$ cat src/rtl/rot_pkg.sv
// Shared types for the sequential rotate controller: FSM states and direction codes.
package rot_pkg;

    typedef enum logic [1:0] {
        IDLE = 2'd0,
        RUN  = 2'd1,
        DONE = 2'd2
    } state_t;

    localparam logic DIR_LEFT  = 1'b0;
    localparam logic DIR_RIGHT = 1'b1;

endpackage

$ cat src/rtl/rot1_step.sv
// Single-bit rotate stage; passes data through when not enabled.
module rot1_step
    import rot_pkg::*;
#(
    parameter int WIDTH = 32
) (
    input  logic [WIDTH-1:0] data_in,
    input  logic             ena,
    input  logic             dir,
    output logic [WIDTH-1:0] data_out
);

    // Select pass-through, rotate right or rotate left by one bit
    always_comb begin
        data_out = data_in;
        if (!ena) begin
            data_out = data_in;
        end else if (dir == DIR_RIGHT) begin
            data_out = {data_in[0], data_in[WIDTH-1:1]};
        end else begin
            data_out = {data_in[WIDTH-2:0], data_in[WIDTH-1]};
        end
    end

endmodule

$ cat src/rtl/rot_seq_ctrl.sv
// Sequential rotate controller: applies one 1-bit rotate per clock until the
// requested amount is reached, with valid/ready handshakes on both sides.
module rot_seq_ctrl
    import rot_pkg::*;
#(
    parameter int WIDTH      = 32,
    parameter int CNT_W      = $clog2(WIDTH),
    parameter bit SHORT_PATH = 1'b1
) (
    input  logic             clk,
    input  logic             rst_n,
    input  logic             in_valid,
    output logic             in_ready,
    input  logic [WIDTH-1:0] in_data,
    input  logic [CNT_W-1:0] in_amt,
    input  logic             in_dir,
    output logic             out_valid,
    input  logic             out_ready,
    output logic [WIDTH-1:0] out_data,
    output logic [CNT_W-1:0] out_steps,
    output logic             busy
);

    localparam logic [CNT_W-1:0] HALF_AMT = CNT_W'(WIDTH / 2);

    state_t           state_r;
    logic [WIDTH-1:0] data_r;
    logic [CNT_W-1:0] cnt_r;
    logic [CNT_W-1:0] steps_r;
    logic             dir_r;
    logic             in_ready_r;
    logic             out_valid_r;
    logic             busy_r;
    logic             eff_dir_s;
    logic [CNT_W-1:0] eff_cnt_s;
    logic [WIDTH-1:0] rot_s;

    // Long rotations take the opposite direction; 0 - amt wraps to WIDTH - amt
    always_comb begin
        eff_dir_s = in_dir;
        eff_cnt_s = in_amt;
        if (SHORT_PATH && (in_amt > HALF_AMT)) begin
            eff_dir_s = ~in_dir;
            eff_cnt_s = {CNT_W{1'b0}} - in_amt;
        end else begin
            eff_dir_s = in_dir;
            eff_cnt_s = in_amt;
        end
    end

    rot1_step #(
        .WIDTH (WIDTH)
    ) u_step (
        .data_in  (data_r),
        .ena      (state_r == RUN),
        .dir      (dir_r),
        .data_out (rot_s)
    );

    // Controller FSM with registered handshake and status flags
    always_ff @(posedge clk) begin
        if (!rst_n) begin
            state_r     <= IDLE;
            data_r      <= {WIDTH{1'b0}};
            cnt_r       <= {CNT_W{1'b0}};
            steps_r     <= {CNT_W{1'b0}};
            dir_r       <= 1'b0;
            in_ready_r  <= 1'b1;
            out_valid_r <= 1'b0;
            busy_r      <= 1'b0;
        end else begin
            case (state_r)
                IDLE: begin
                    if (in_valid) begin
                        data_r     <= in_data;
                        dir_r      <= eff_dir_s;
                        cnt_r      <= eff_cnt_s;
                        steps_r    <= eff_cnt_s;
                        in_ready_r <= 1'b0;
                        if (eff_cnt_s == {CNT_W{1'b0}}) begin
                            state_r     <= DONE;
                            out_valid_r <= 1'b1;
                        end else begin
                            state_r <= RUN;
                            busy_r  <= 1'b1;
                        end
                    end
                end
                RUN: begin
                    data_r <= rot_s;
                    cnt_r  <= cnt_r - CNT_W'(1);
                    if (cnt_r == CNT_W'(1)) begin
                        state_r     <= DONE;
                        busy_r      <= 1'b0;
                        out_valid_r <= 1'b1;
                    end
                end
                DONE: begin
                    if (out_ready) begin
                        state_r     <= IDLE;
                        out_valid_r <= 1'b0;
                        in_ready_r  <= 1'b1;
                    end
                end
                default: begin
                    state_r     <= IDLE;
                    in_ready_r  <= 1'b1;
                    out_valid_r <= 1'b0;
                    busy_r      <= 1'b0;
                end
            endcase
        end
    end

    assign in_ready  = in_ready_r & rst_n;
    assign out_valid = out_valid_r;
    assign out_data  = data_r;
    assign out_steps = steps_r;
    assign busy      = busy_r;

endmodule
$ cat config.mk
export PLATFORM = sky130hd
export DESIGN_NAME = rot_seq_ctrl
export DESIGN_NICKNAME = d
export VERILOG_FILES = /design/src/rtl/rot_pkg.sv /design/src/rtl/rot1_step.sv /design/src/rtl/rot_seq_ctrl.sv
export SDC_FILE = /design/constraint.sdc
export NUM_CORES = 1
export LEC_CHECK = 0
export ABC_AREA = 1
export CORE_ASPECT_RATIO = 0.7
export CORE_MARGIN = 2
export CORE_UTILIZATION = 40
export DETAILED_ROUTE_END_ITERATION = 10
export HOLD_SLACK_MARGIN = 0.08
export PLACE_DENSITY_LB_ADDON = 0.3
export SLEW_MARGIN = 10
export SYNTH_ARGS = -nofsm -noshare
export SYNTH_HDL_FRONTEND = slang
export SYNTH_SLANG_ARGS = --single-unit
$ cat constraint.sdc
create_clock -name clk -period 1.36 [get_ports clk]
set_clock_uncertainty 0.05 [all_clocks]
set_input_delay 0.204 -clock clk [delete_from_list [all_inputs] [get_ports clk]]
set_output_delay 0.204 -clock clk [all_outputs]
set_load 0.01 [all_outputs]
==> results of run 1 <==
## metal layers
layer | global-route usage | part of all wire
met5 | 0 | 0
met4 | 0.04566 | 0.0064
met3 | 0.03557 | 0.056
met2 | 0.3168 | 0.44
met1 | 0.2923 | 0.50
## synthesized netlist by cell type, types with 3 or more instances
| cell | instances | area share |
|---|---|---|
| clkbuf_1 | 4 | 0.0059 |
| a21oi_1 | 108 | 0.21 |
| nand4_1 | 3 | 0.0074 |
| o21ai_1 | 19 | 0.037 |
| inv_1 | 18 | 0.027 |
| nand3_1 | 13 | 0.026 |
| buf_2 | 12 | 0.024 |
| buf_4 | 3 | 0.0088 |
| nor2_1 | 7 | 0.010 |
| inv_2 | 3 | 0.0044 |
| ha_1 | 3 | 0.015 |
| nand2_1 | 96 | 0.14 |
| dfxtp_1 | 48 | 0.38 |
| o21ai_0 | 19 | 0.037 |
| buf_6 | 6 | 0.027 |
## flip-flops by register name (all words and copies together) (netlist names)
| signal | count |
|---|---|
| busy | 1 |
| out_valid | 1 |
| out_steps | 5 |
| dir_r | 1 |
| in_ready_r | 1 |
| state_r | 2 |
| cnt_r | 5 |
| out_data | 32 |
## report_power, final
part | switching (uW) | internal [uW]
clock | 465 | 416
sequential | 331 | 1770
combinational | 1340 | 1140
## cell type report
class,count,area (um2),area share
Sequential cell,48,972.2,0.2648
Timing Repair Buffer,106,1027,0.2798
Tap cell,78,97.59,0.02658
Clock buffer,8,90.09,0.02454
Multi-Input combinational cell,281,1393,0.3793
Inverter,23,91.34,0.02488
## critical path, delay by kind of cell
| kind | cells | cell delay (ns) |
|---|---|---|
| buffers and inverters | 2 | 0.59 |
| and+or+nand+nor | 6 | 0.57 |
| AOI/OAI and AO/OA | 1 | 0.13 |
## kinds of logic after synthesis
logic type / count (synthesis)
AOI/OAI and AO/OA: 152
and+or+nand+nor: 124
buffers and inverters: 48
DFF: 48
adders and majority gates: 3
xor gates and xnor gates: 2
## through the flow
step	cells	hold WS (ns)	cell area, um2	util
finish	544	0.3851	3671	0.5934
global route	544	0.4458	3671	0.5934
CTS	542	0.3789	3615	0.5843
detailed placement	531	0.4032	3517	0.5686
global placement	531	0.4010	3517	0.5686
floorplan	377	0.3288	2549	-
## repair_timing
action                                  4_1_cts  5_1_grt
endpoints found under the setup margin       48       45
pin swaps                                     6        1
setup buffers                                 3        2
resized for setup                            57       23
## path summary, 6_finish.rpt
kind                     start            to
hold / removal       in_amt[0]  out_steps[0]
hold reg to reg   out_steps[2]  out_steps[2]
setup / recovery     in_amt[2]     out_valid
setup reg to reg    state_r[0]  out_data[27]
==> summary.txt, run 1 <==
Detailed routing
  • TritonRoute pass-1 iters: 4
  • Detailed-route DRC error count: 0
  • Number of violations reported at the end of detailed-routing iteration 0: roughly 140
  • Total wire length: 7155 um
  • Avg WL per Cell: 13.15 um
  • Via count: 2,770
  • Routed via count divided by cell count: 5.092
  • Routed Antenna Nets: 0

Yosys
  • Adder-cell share of the synthesized area: 0.01473
  • Post-synthesis mux area share: 0
  • Synth unique cells: 25
  • Dominant synthesized flop cell: dfxtp_1
  • Sequential cell area fraction in the yosys report: 0.3770
  • Mapped Avg Cell Area: around 6.8 um2
  • Yosys reg bits: 48
  • XOR/XNOR Fraction of Synth Area: 0.006873
  • Area fraction in compound gates after synthesis: 0.3039
  • Netlist area before placement: about 2500 um2
  • Yosys warning total: 0
  • Area share of and/or/nand/nor cells after synthesis: 0.1988
  • EDFF count, synth: 0
  • Gate count of the mapped netlist: 377
  • Largest family of logic cells by synthesized area: compound AO/OA/AOI/OAI gates
  • Syn Nets: 422
  • Synth async-reset ratio: 0

STA
  • RSZ-0062 raised after global routing: false
  • Final setup fails: 0
  • Period minus WS final: 1.308 ns
  • Maximum clock frequency: 764.6 MHz
  • Final Slew Violations: 0
  • Final hold violation count: 0
  • Post-route setup TNS: 0 ns
  • Tightest slew margin relative to the limit: 0.8374
  • Setup slack of the critical path after layout: about 0.052 ns
  • Least-Margin Pin Slew: 0.2431 ns
  • Post-route clock period utilization: 0.9617

Clock tree
  • CTS tree: yes
  • Clk Latency, worst-skew pair: 0.30 ns
  • TritonCTS Buffers: 5
  • H-tree depth reported by CTS: 2
  • Clock buffer depth: 2
  • CTS clock-pin slew for the worst setup and hold paths: 0.08 ns
  • Clock net sink count: 48
  • Cell at the root of the clock tree: clkbuf_8
  • # hold bufs at CTS: 0

Finish
  • Nets: 510
  • Diode insertion count for antenna repair: 0
  • Commonest cells after routing, fill and taps aside: a21oi_1 (107), nand2_1 (89), dlygate4sd2_1 (43)
  • Synth-to-layout area growth: 44.04%
  • Fraction of final layout cells sized beyond drive strength 1: 0.1352
  • Most common cell after layout, fill and taps aside: a21oi_1
  • Layout filler cell count: 611

Place
  • # port buffers: 81
  • Setup slack at placement: -0.4641 ns
  • Routability congestion estimate: 0.8152
  • Post-detailed-placement half-perimeter wirelength: ~4900 um

Global routing
  • Leftover overflow at the end of global routing: 0
  • Largest net degree at the start of global routing: 51
  • Global-route wire length before repair: about 12,000 um
  • Total GRT Usage: 0.2023
  • Vias in the first global route: 2,556
  • Initial antenna violation count: 0

Critical path
  • Max incr delay on CP: about 0.48 ns
  • Cell depth of the worst flop-to-flop path: 7
  • Critical Path RT: between 1.5 and 2 ns
  • Top fanout value on the critical path: 5
  • Type of element capturing the critical path: flop
  • Data arrival time of the critical path: 1.49 ns
  • Startpoint-to-endpoint class of the critical path: input pin to flop
  • Slack of the worst reg-to-reg path: ~0.1 ns
  • Type of element launching the critical path: input pin
  • CP Cell Sequence: clkdlybuf4s50_1 > inv_1 > nand2_2 > nand4_1 > nand3_2 > nand2_2 > nand2_1 > nand2_1 > a21oi_1
  • Library cell contributing the largest single delay on the critical path: clkdlybuf4s50_1

Job
  • Max-cap violation count: 0

Power
  • Total power after layout: 5467 uW
  • Power density cells: between 1000 and 1500 nW/um2
  • Leakage Power: 0.001583 uW
  • Maximum VDD drop: 0.0005426 V

Floorplanning
  • Initial Util: 0.4120
  • IO Count: 82
  • Horiz. Die Dim: around 99 um
  • Core area: 6186 um2
  • Die Outline Area: 7036 um2
  • Die height: 70.79 um
  • Count of standard-cell rows: 24

Status
  • Result of the run: completed

Hold path
  • Worst hold stages: 4
  • Worst min-delay path class: input pin to flop
(Power assumes the default switching activity.)
==> run 2: changes to the inputs <==
Settings changed: SYNTH_HIERARCHICAL from default to 1.
==> run 2 against run 1 <==
Compared with the run above:
- the run now ends with setup timing left
- count of clock-buffer cells in the layout is 2 lower
- via count increased by 29%
- design area increased by 22%
- setup slack got worse by 0.10 ns
- final cell count increased by 29%
- hold slack worse by 0.094 ns
- total power up 64%
- sequential cell count unchanged
- synthesized area grew 22%
- wire length increased by 32%
- largest power group unchanged
==> summary.txt, run 2 <==
Detailed routing
  • Total wire length: 9432 um (+32%)
  • Via count: 3,582 (+29%)
  • Detailed-route DRC error count: 0 (unchanged)
  • Routed Antenna Nets: 0 (unchanged)
  • TritonRoute pass-1 iters: 5 (+1)
  • Routed via count divided by cell count: 5.117 (+0.50%)
  • Avg WL per Cell: 13.47 um (+2.4%)
  • Number of violations reported at the end of detailed-routing iteration 0: 254 (+84%)

Global routing
  • Total GRT Usage: 0.2134 (+0.01110)
  • Leftover overflow at the end of global routing: 0 (unchanged)
  • Initial antenna violation count: 0 (unchanged)
  • Largest net degree at the start of global routing: 36 (-29%)
  • Global-route wire length before repair: 14,840 um (+25%)
  • Vias in the first global route: 3,241 (+27%)

Clock tree
  • CTS tree: yes
  • CTS clock-pin slew for the worst setup and hold paths: 0.09 ns (about the same)
  • Clk Latency, worst-skew pair: 0.30 ns (about the same)
  • H-tree depth reported by CTS: 2 (unchanged)
  • Clock buffer depth: 2 (unchanged)
  • TritonCTS Buffers: 5 (unchanged)
  • Cell at the root of the clock tree: clkbuf_8
  • Clock net sink count: 48 (unchanged)

Floorplanning
  • IO Count: 82 (unchanged)
  • Initial Util: 0.4182 (+0.006170)
  • Core area: 7417 um2 (+20%)
  • Count of standard-cell rows: 26 (+8.3%)
  • Die Outline Area: 8486 um2 (+21%)
  • Die height: 77.68 um (+9.7%)
  • Horiz. Die Dim: 109.3 um (+9.9%)

Finish
  • Layout filler cell count: 700 (+15%)
  • Diode insertion count for antenna repair: 0 (unchanged)
  • Flip-flop count of the largest register after layout: 32 (unchanged)
  • Commonest cells after routing, fill and taps aside: nand2_1 (221), inv_1 (44), dlygate4sd2_1 (43)
  • Most common cell after layout, fill and taps aside: nand2_1
  • Synth-to-layout area growth: 44.41%
  • Nets: 648 (+27%)
  • Fraction of final layout cells sized beyond drive strength 1: 0.1561 (+0.02095)
  • Final standard cell area without fillers: 4479 um2 (+22%)

Yosys
  • Adder-cell share of the synthesized area: 0.01614 (+0.001408)
  • Cell type contributing the most total cell area after synthesis: dfxtp_1
  • EDFF count, synth: 0 (unchanged)
  • Most common library cells after synthesis: nand2_1 (223), inv_1 (50), dfxtp_1 (48)
  • Largest family of logic cells by synthesized area: simple AND/OR/NAND/NOR gates
  • XOR/XNOR Fraction of Synth Area: 0.008471 (+0.001598)
  • Area share of and/or/nand/nor cells after synthesis: 0.3626 (+0.1638)
  • Syn Nets: 561 (+33%)
  • Gate count of the mapped netlist: 515 (+37%)
  • Dominant synthesized flop cell: dfxtp_1
  • Mapped Avg Cell Area: 6.023 um2 (-11%)
  • Post-synthesis mux area share: 0 (unchanged)
  • Sequential cell area fraction in the yosys report: 0.3098 (-0.06722)
  • Most frequent cell after synthesis: nand2_1
  • Yosys top cell area share: 0.3098 (-0.06722)
  • Netlist area before placement: 3102 um2 (+22%)
  • Top post-synthesis cells by area: dfxtp_1 (31%), nand2_1 (27%), a31oi_1 (6.9%), nand3_1 (6.5%), inv_1 (6.1%)
  • Synth unique cells: 23 (-8.0%)
  • Yosys reg bits: 48 (unchanged)
  • Yosys warning total: 6 (+6)
  • Synth async-reset ratio: 0 (unchanged)
  • Area fraction in compound gates after synthesis: 0.1614 (-0.1425)

Critical path
  • CP Cell Sequence: inv_4 > nand2_4 > inv_8 > nor2_4 > inv_8 > clkbuf_16 > o21ai_1 > a31oi_1
  • Data arrival time of the critical path: 1.55 ns (+0.06 ns)
  • Reg-to-reg endpoint: out_data[6]
  • Type of element launching the critical path: flop
  • Library cell contributing the largest single delay on the critical path: dfxtp_4
  • Slack of the worst reg-to-reg path: -0.05 ns (-0.15 ns)
  • Worst R2R Start: state_r[1]
  • Critical Path RT: 1.50 ns (-0.04 ns)
  • Startpoint-to-endpoint class of the critical path: flop to flop
  • Cell with the most instances on the worst path: inv_8
  • Top fanout value on the critical path: 9 (+4)
  • Type of element capturing the critical path: flop
  • Max incr delay on CP: 0.40 ns (-0.08 ns)
  • Cell depth of the worst flop-to-flop path: 8 (+1)
  • Critical path launch point: state_r[1]

STA
  • Final hold violation count: 0 (unchanged)
  • Setup slack of the critical path after layout: -0.05194 ns (-0.1040 ns)
  • Final hold slack: 0.2914 ns (-0.09371 ns)
  • Period minus WS final: 1.412 ns (+0.1040 ns)
  • Post-route clock period utilization: 1.038 (+0.07646)
  • RSZ-0062 raised after global routing: true
  • Final setup fails: 16 (+16)
  • Least-Margin Pin Slew: 0.3312 ns (+0.08810 ns)
  • Tightest slew margin relative to the limit: 0.7789 (-0.05847)
  • Maximum clock frequency: 708.2 MHz (-7.4%)
  • Final Slew Violations: 0 (unchanged)

Power
  • Leakage Power: 0.002218 uW (+40%)
  • Power density cells: 2004 nW/um2 (+35%)
  • Total power after layout: 8976 uW (+64%)
  • Maximum VDD drop: 0.0008401 V (+55%)

Hold path
  • Worst min-delay path class: input pin to flop
  • Hold Path Sink: out_steps[4]
  • Worst hold stages: 3 (-1)
  • Startpoint of the lowest-slack hold path: in_amt[4]

Job
  • Max-cap violation count: 0 (unchanged)

Status
  • Failing checks: setup timing
  • Result of the run: finished, violations left

Place
  • Total placed instance area: 4055 um2 (+15%)
  • Routability congestion estimate: 0.9081 (+11%)
  • # port buffers: 81 (unchanged)
  • Post-detailed-placement half-perimeter wirelength: 6109 um (+24%)
[run 2: final cells by class]
class,instances,area (um2),area share
Tap cell,98,122.6,0.02737
Sequential cell,48,973.4,0.2173
Inverter,55,231.5,0.05168
Timing Repair Buffer,113,1182,0.2640
Clock inverter,1,5.005,0.001117
Clock buffer,6,72.57,0.01620
Multi-Input combinational cell,379,1892,0.4223
[run 2: worst max-delay path: cells and delay by family, from the launching register on]
family                 cells  cell delay [ns]
flip-flops                 1             0.40
buffers and inverters      4             0.39
AND/OR/NAND/NOR            2             0.27
AO/OA/AOI/OAI              2             0.19
[run 2: cell families (layout without fill, tap and decap cells)]
logic type	Yosys count	in the layout
simple gates	281	281
xor+xnor	3	3
compound gates	91	91
fa+ha+maj	4	4
flops	48	48
buf+inv	88	175
[run 2: per-stage QoR]
step	setup WS, ns	std cells	TNS [ns]	utilization
after floorplan	-0.03855	515	-0.4559	-
after global placement	-0.4564	685	-12.90	0.5467
after detailed placement	-0.5012	685	-14.10	0.5467
after CTS	-0.006235	694	-0.006235	0.5658
after global routing	-0.08227	700	-2.118	0.6039
final	-0.05194	700	-0.2392	0.6039
[run 2: timing repair]
item | CTS | global route
setup endpoints to repair | 57 | 49
resized for setup | 62 | 56
pin swaps | 6 | 5
gates cloned | 2 | 6
hold buffers | 0 | 0
setup buffers | 0 | 1
[run 2: worst max path at each step]
stage,end,slack [ns],cells after the start
2_1_floorplan,out_data[0],-0.04,11
3_3_place_gp,out_valid,-0.46,12
3_5_place_dp,state_r[0],-0.50,14
4_1_cts,out_data[12],-0.006,7
5_1_grt,out_data[30],-0.08,8
6_report,out_data[6],-0.05,8
[run 2: per-layer routing]
metal / share of wire / track usage / vias to the layer above / routed length (um)
met5: 0 / 0 / - / 0
met3: 0.063 / 0.03109 / 11 / 594
met2: 0.45 / 0.3366 / 141 / 4264
met4: 0.0093 / 0.04810 / 0 / 88
li1: - / - / 1819 / -
met1: 0.48 / 0.3068 / 1611 / 4485
[run 2: report_power, final]
group	switching, uW	leakage [uW]	internal, uW
clock	487	0.0000410	351
sequential	631	0.000401	2020
combinational	3100	0.00178	2390
total	4220	0.00222	4760
==> run 3: changes to the inputs <==
Settings changed: DONT_BUFFER_PORTS from default to 1, GPL_TIMING_DRIVEN from default to 0.
==> run 3 against run 2 <==
Compared with the run above:
- the run still ends with setup timing left
- critical path depth increased by 2
- final cell count decreased by 4.6%
- register-to-register slack about the same
==> summary.txt, run 3 (synthesis gave the netlist of run 2 again) <==
Status
  • Result of the run: finished, violations left
  • Failing checks: setup timing

STA
  • Final hold slack: 0.07741 ns (-0.2140 ns)
  • Post-route clock period utilization: 1.046 (+0.007820)
  • Least-Margin Pin Slew: 0.6572 ns (+0.3259 ns)
  • Final Slew Violations: 0 (unchanged)
  • Maximum clock frequency: 703.0 MHz (-0.75%)
  • RSZ-0062 raised after global routing: true
  • Period minus WS final: 1.423 ns (+0.01064 ns)
  • Tightest slew margin relative to the limit: 0.5619 (-0.2171)
  • Setup slack of the critical path after layout: -0.06257 ns (-0.01064 ns)
  • Final hold violation count: 0 (unchanged)
  • Final setup fails: 27 (+11)

Power
  • Power density cells: 2130 nW/um2 (+6.3%)
  • Leakage Power: 0.001964 uW (-11%)
  • Portion of total power attributed to sequential cells: 0.336 (+0.041)
  • Cell Int Power: 4569 uW (-4.0%)
  • Sw power: 4168 uW (-1.2%)
  • Clock power frac: 0.105 (+0.012)
  • Switching Fraction: 0.4771 (+0.007049)
  • Maximum VDD drop: 0.0009988 V (+19%)
  • Total power after layout: 8737 uW (-2.7%)
  • Combinational power share: 0.558 (-0.053)

Finish
  • Nets: 615 (-5.1%)
  • Most common cell after layout, fill and taps aside: nand2_1
  • Synth-to-layout area growth: 32.23%
  • Fraction of final layout cells sized beyond drive strength 1: 0.1579 (+0.001749)
  • Post-layout utilization of the core: 0.5530 (-0.05094)
  • Commonest cells after routing, fill and taps aside: nand2_1 (220), inv_1 (48), dfxtp_1 (46)
  • Layout filler cell count: 748 (+6.9%)
  • Diode insertion count for antenna repair: 0 (unchanged)
  • Flip-flop count of the largest register after layout: 32 (unchanged)
  • Final standard cell area without fillers: 4101 um2 (-8.4%)

Clock tree
  • TritonCTS Buffers: 5 (unchanged)
  • Clock net sink count: 48 (unchanged)
  • Cell at the root of the clock tree: clkbuf_8
  • Clock buffer depth: 2 (unchanged)
  • CTS tree: yes
  • CTS clock-pin slew for the worst setup and hold paths: 0.10 ns (about the same)
  • Clk Latency, worst-skew pair: 0.31 ns (about the same)
  • H-tree depth reported by CTS: 2 (unchanged)

Detailed routing
  • Total wire length: 9367 um (-0.69%)
  • Routed Antenna Nets: 0 (unchanged)
  • Avg WL per Cell: 14.02 um (+4.1%)
  • Routed via count divided by cell count: 5.169 (+1.0%)
  • Via count: 3,453 (-3.6%)
  • Number of violations reported at the end of detailed-routing iteration 0: 296 (+17%)
  • TritonRoute pass-1 iters: 5 (unchanged)
  • Detailed-route DRC error count: 0 (unchanged)

Floorplanning
  • Die Outline Area: 8486 um2 (unchanged)
  • Die height: 77.68 um (unchanged)
  • IO Count: 82 (unchanged)
  • Core area: 7417 um2 (unchanged)
  • Count of standard-cell rows: 26 (unchanged)
  • Horiz. Die Dim: 109.3 um (unchanged)
  • Initial Util: 0.4182 (unchanged)

Critical path
  • Type of element launching the critical path: flop
  • Type of element capturing the critical path: flop
  • Startpoint-to-endpoint class of the critical path: flop to flop
  • Critical Path RT: 1.50 ns (about the same)
  • Top fanout value on the critical path: 7 (-2)
  • Data arrival time of the critical path: 1.56 ns (about the same)

Global routing
  • Initial antenna violation count: 0 (unchanged)
  • Total GRT Usage: 0.2234 (+0.01004)
  • Largest net degree at the start of global routing: 15 (-58%)
  • Global-route wire length before repair: 15,280 um (+3.0%)
  • Vias in the first global route: 3,176 (-2.0%)
  • Leftover overflow at the end of global routing: 0 (unchanged)

Hold path
  • Worst min-delay path class: input pin to flop

Place
  • Total placed instance area: 3267 um2 (-19%)
  • Setup slack at placement: -0.2495 ns (+0.2517 ns)
  • Post-detailed-placement half-perimeter wirelength: 6390 um (+4.6%)
  • # port buffers: 0 (-100%)
  • Routability congestion estimate: 0.8524 (-6.1%)

Job
  • Max-cap violation count: 0 (unchanged)
## run 3: changes by cell type in the layout (fill, tap and decap cells not counted), moves of 4 or more
cell	delta
buf_4	-6
buf_6	+9
clkbuf_1	+4
clkdlybuf4s50_1	-36
dfxtp_1	+6
dfxtp_2	-6
dlygate4sd2_1	-43
dlygate4sd3_1	+33
inv_1	+4
o21ai_2	+5
o21ai_4	-4
## run 3: critical path, stage by stage, from the launching register on
cell     delay [ns]
dfxtp_2        0.35
inv_2          0.05
nand2_4        0.07
inv_6          0.04
buf_12         0.12
nor2_4         0.09
inv_2          0.07
buf_12         0.15
buf_12         0.13
o21ai_1        0.11
a31oi_1        0.07
## run 3: power by group through the flow
| stage | Sequential, uW | Combinational (uW) | Clock, uW |
|---|---|---|---|
| 2_1_floorplan | 2700 | 3140 | 0 |
| 3_3_place_gp | 2890 | 3760 | 0 |
| 3_5_place_dp | 2900 | 3850 | 0 |
| 4_1_cts | 2880 | 4500 | 950 |
| 5_1_grt | 3070 | 5450 | 995 |
| 6_report | 2940 | 4880 | 919 |
## run 3: area by class of cell
class / count / area [um2] / share of cell area
plain buffers: 32 / 330.3 / 0.08054
clock buffers: 6 / 82.58 / 0.02013
clock inverters: 2 / 10.01 / 0.002441
inverters: 55 / 226.5 / 0.05522
multi-input cells: 379 / 1828 / 0.4457
flip-flops and latches: 48 / 965.9 / 0.2355
well taps: 98 / 122.6 / 0.02990
repair buffers: 48 / 535.5 / 0.1306
## run 3: layer usage
layer  part of all wire  routed length [um]  track usage  vias up
li1                   -                   -            -     1761
met1               0.47                4399       0.3097     1559
met2               0.44                4164       0.3547      126
met3              0.079                 738      0.05378        7
met4             0.0069                  65      0.04177        0
met5                  0                   0            0        -
## run 3: path summary, 6_finish.rpt
path / startpoint / endpoint / cells past startpoint / slack, ns
setup / recovery: state_r[1] / out_data[15] / 10 / -0.06
hold / removal: in_valid / out_steps[1] / 3 / 0.08
setup reg to reg: state_r[1] / out_data[15] / 10 / -0.06
hold reg to reg: in_ready_r / in_ready_r / 2 / 0.45
## run 3: metrics by stage
stage | setup TNS, ns | cells
floorplan | -0.4559 | 515
global placement | -5.746 | 613
detailed placement | -6.396 | 613
CTS | -1.584 | 666
global route | -3.603 | 668
finish | -0.9297 | 668
## run 3: timing repair
action                                  CTS  global route
buffers inserted                          9             2
gates cloned                              3             2
endpoints found under the setup margin   34            47
hold buffers                             33             0
hold endpoints to repair                 34             0
pin swaps                                 8             8
resized for setup                        31            46
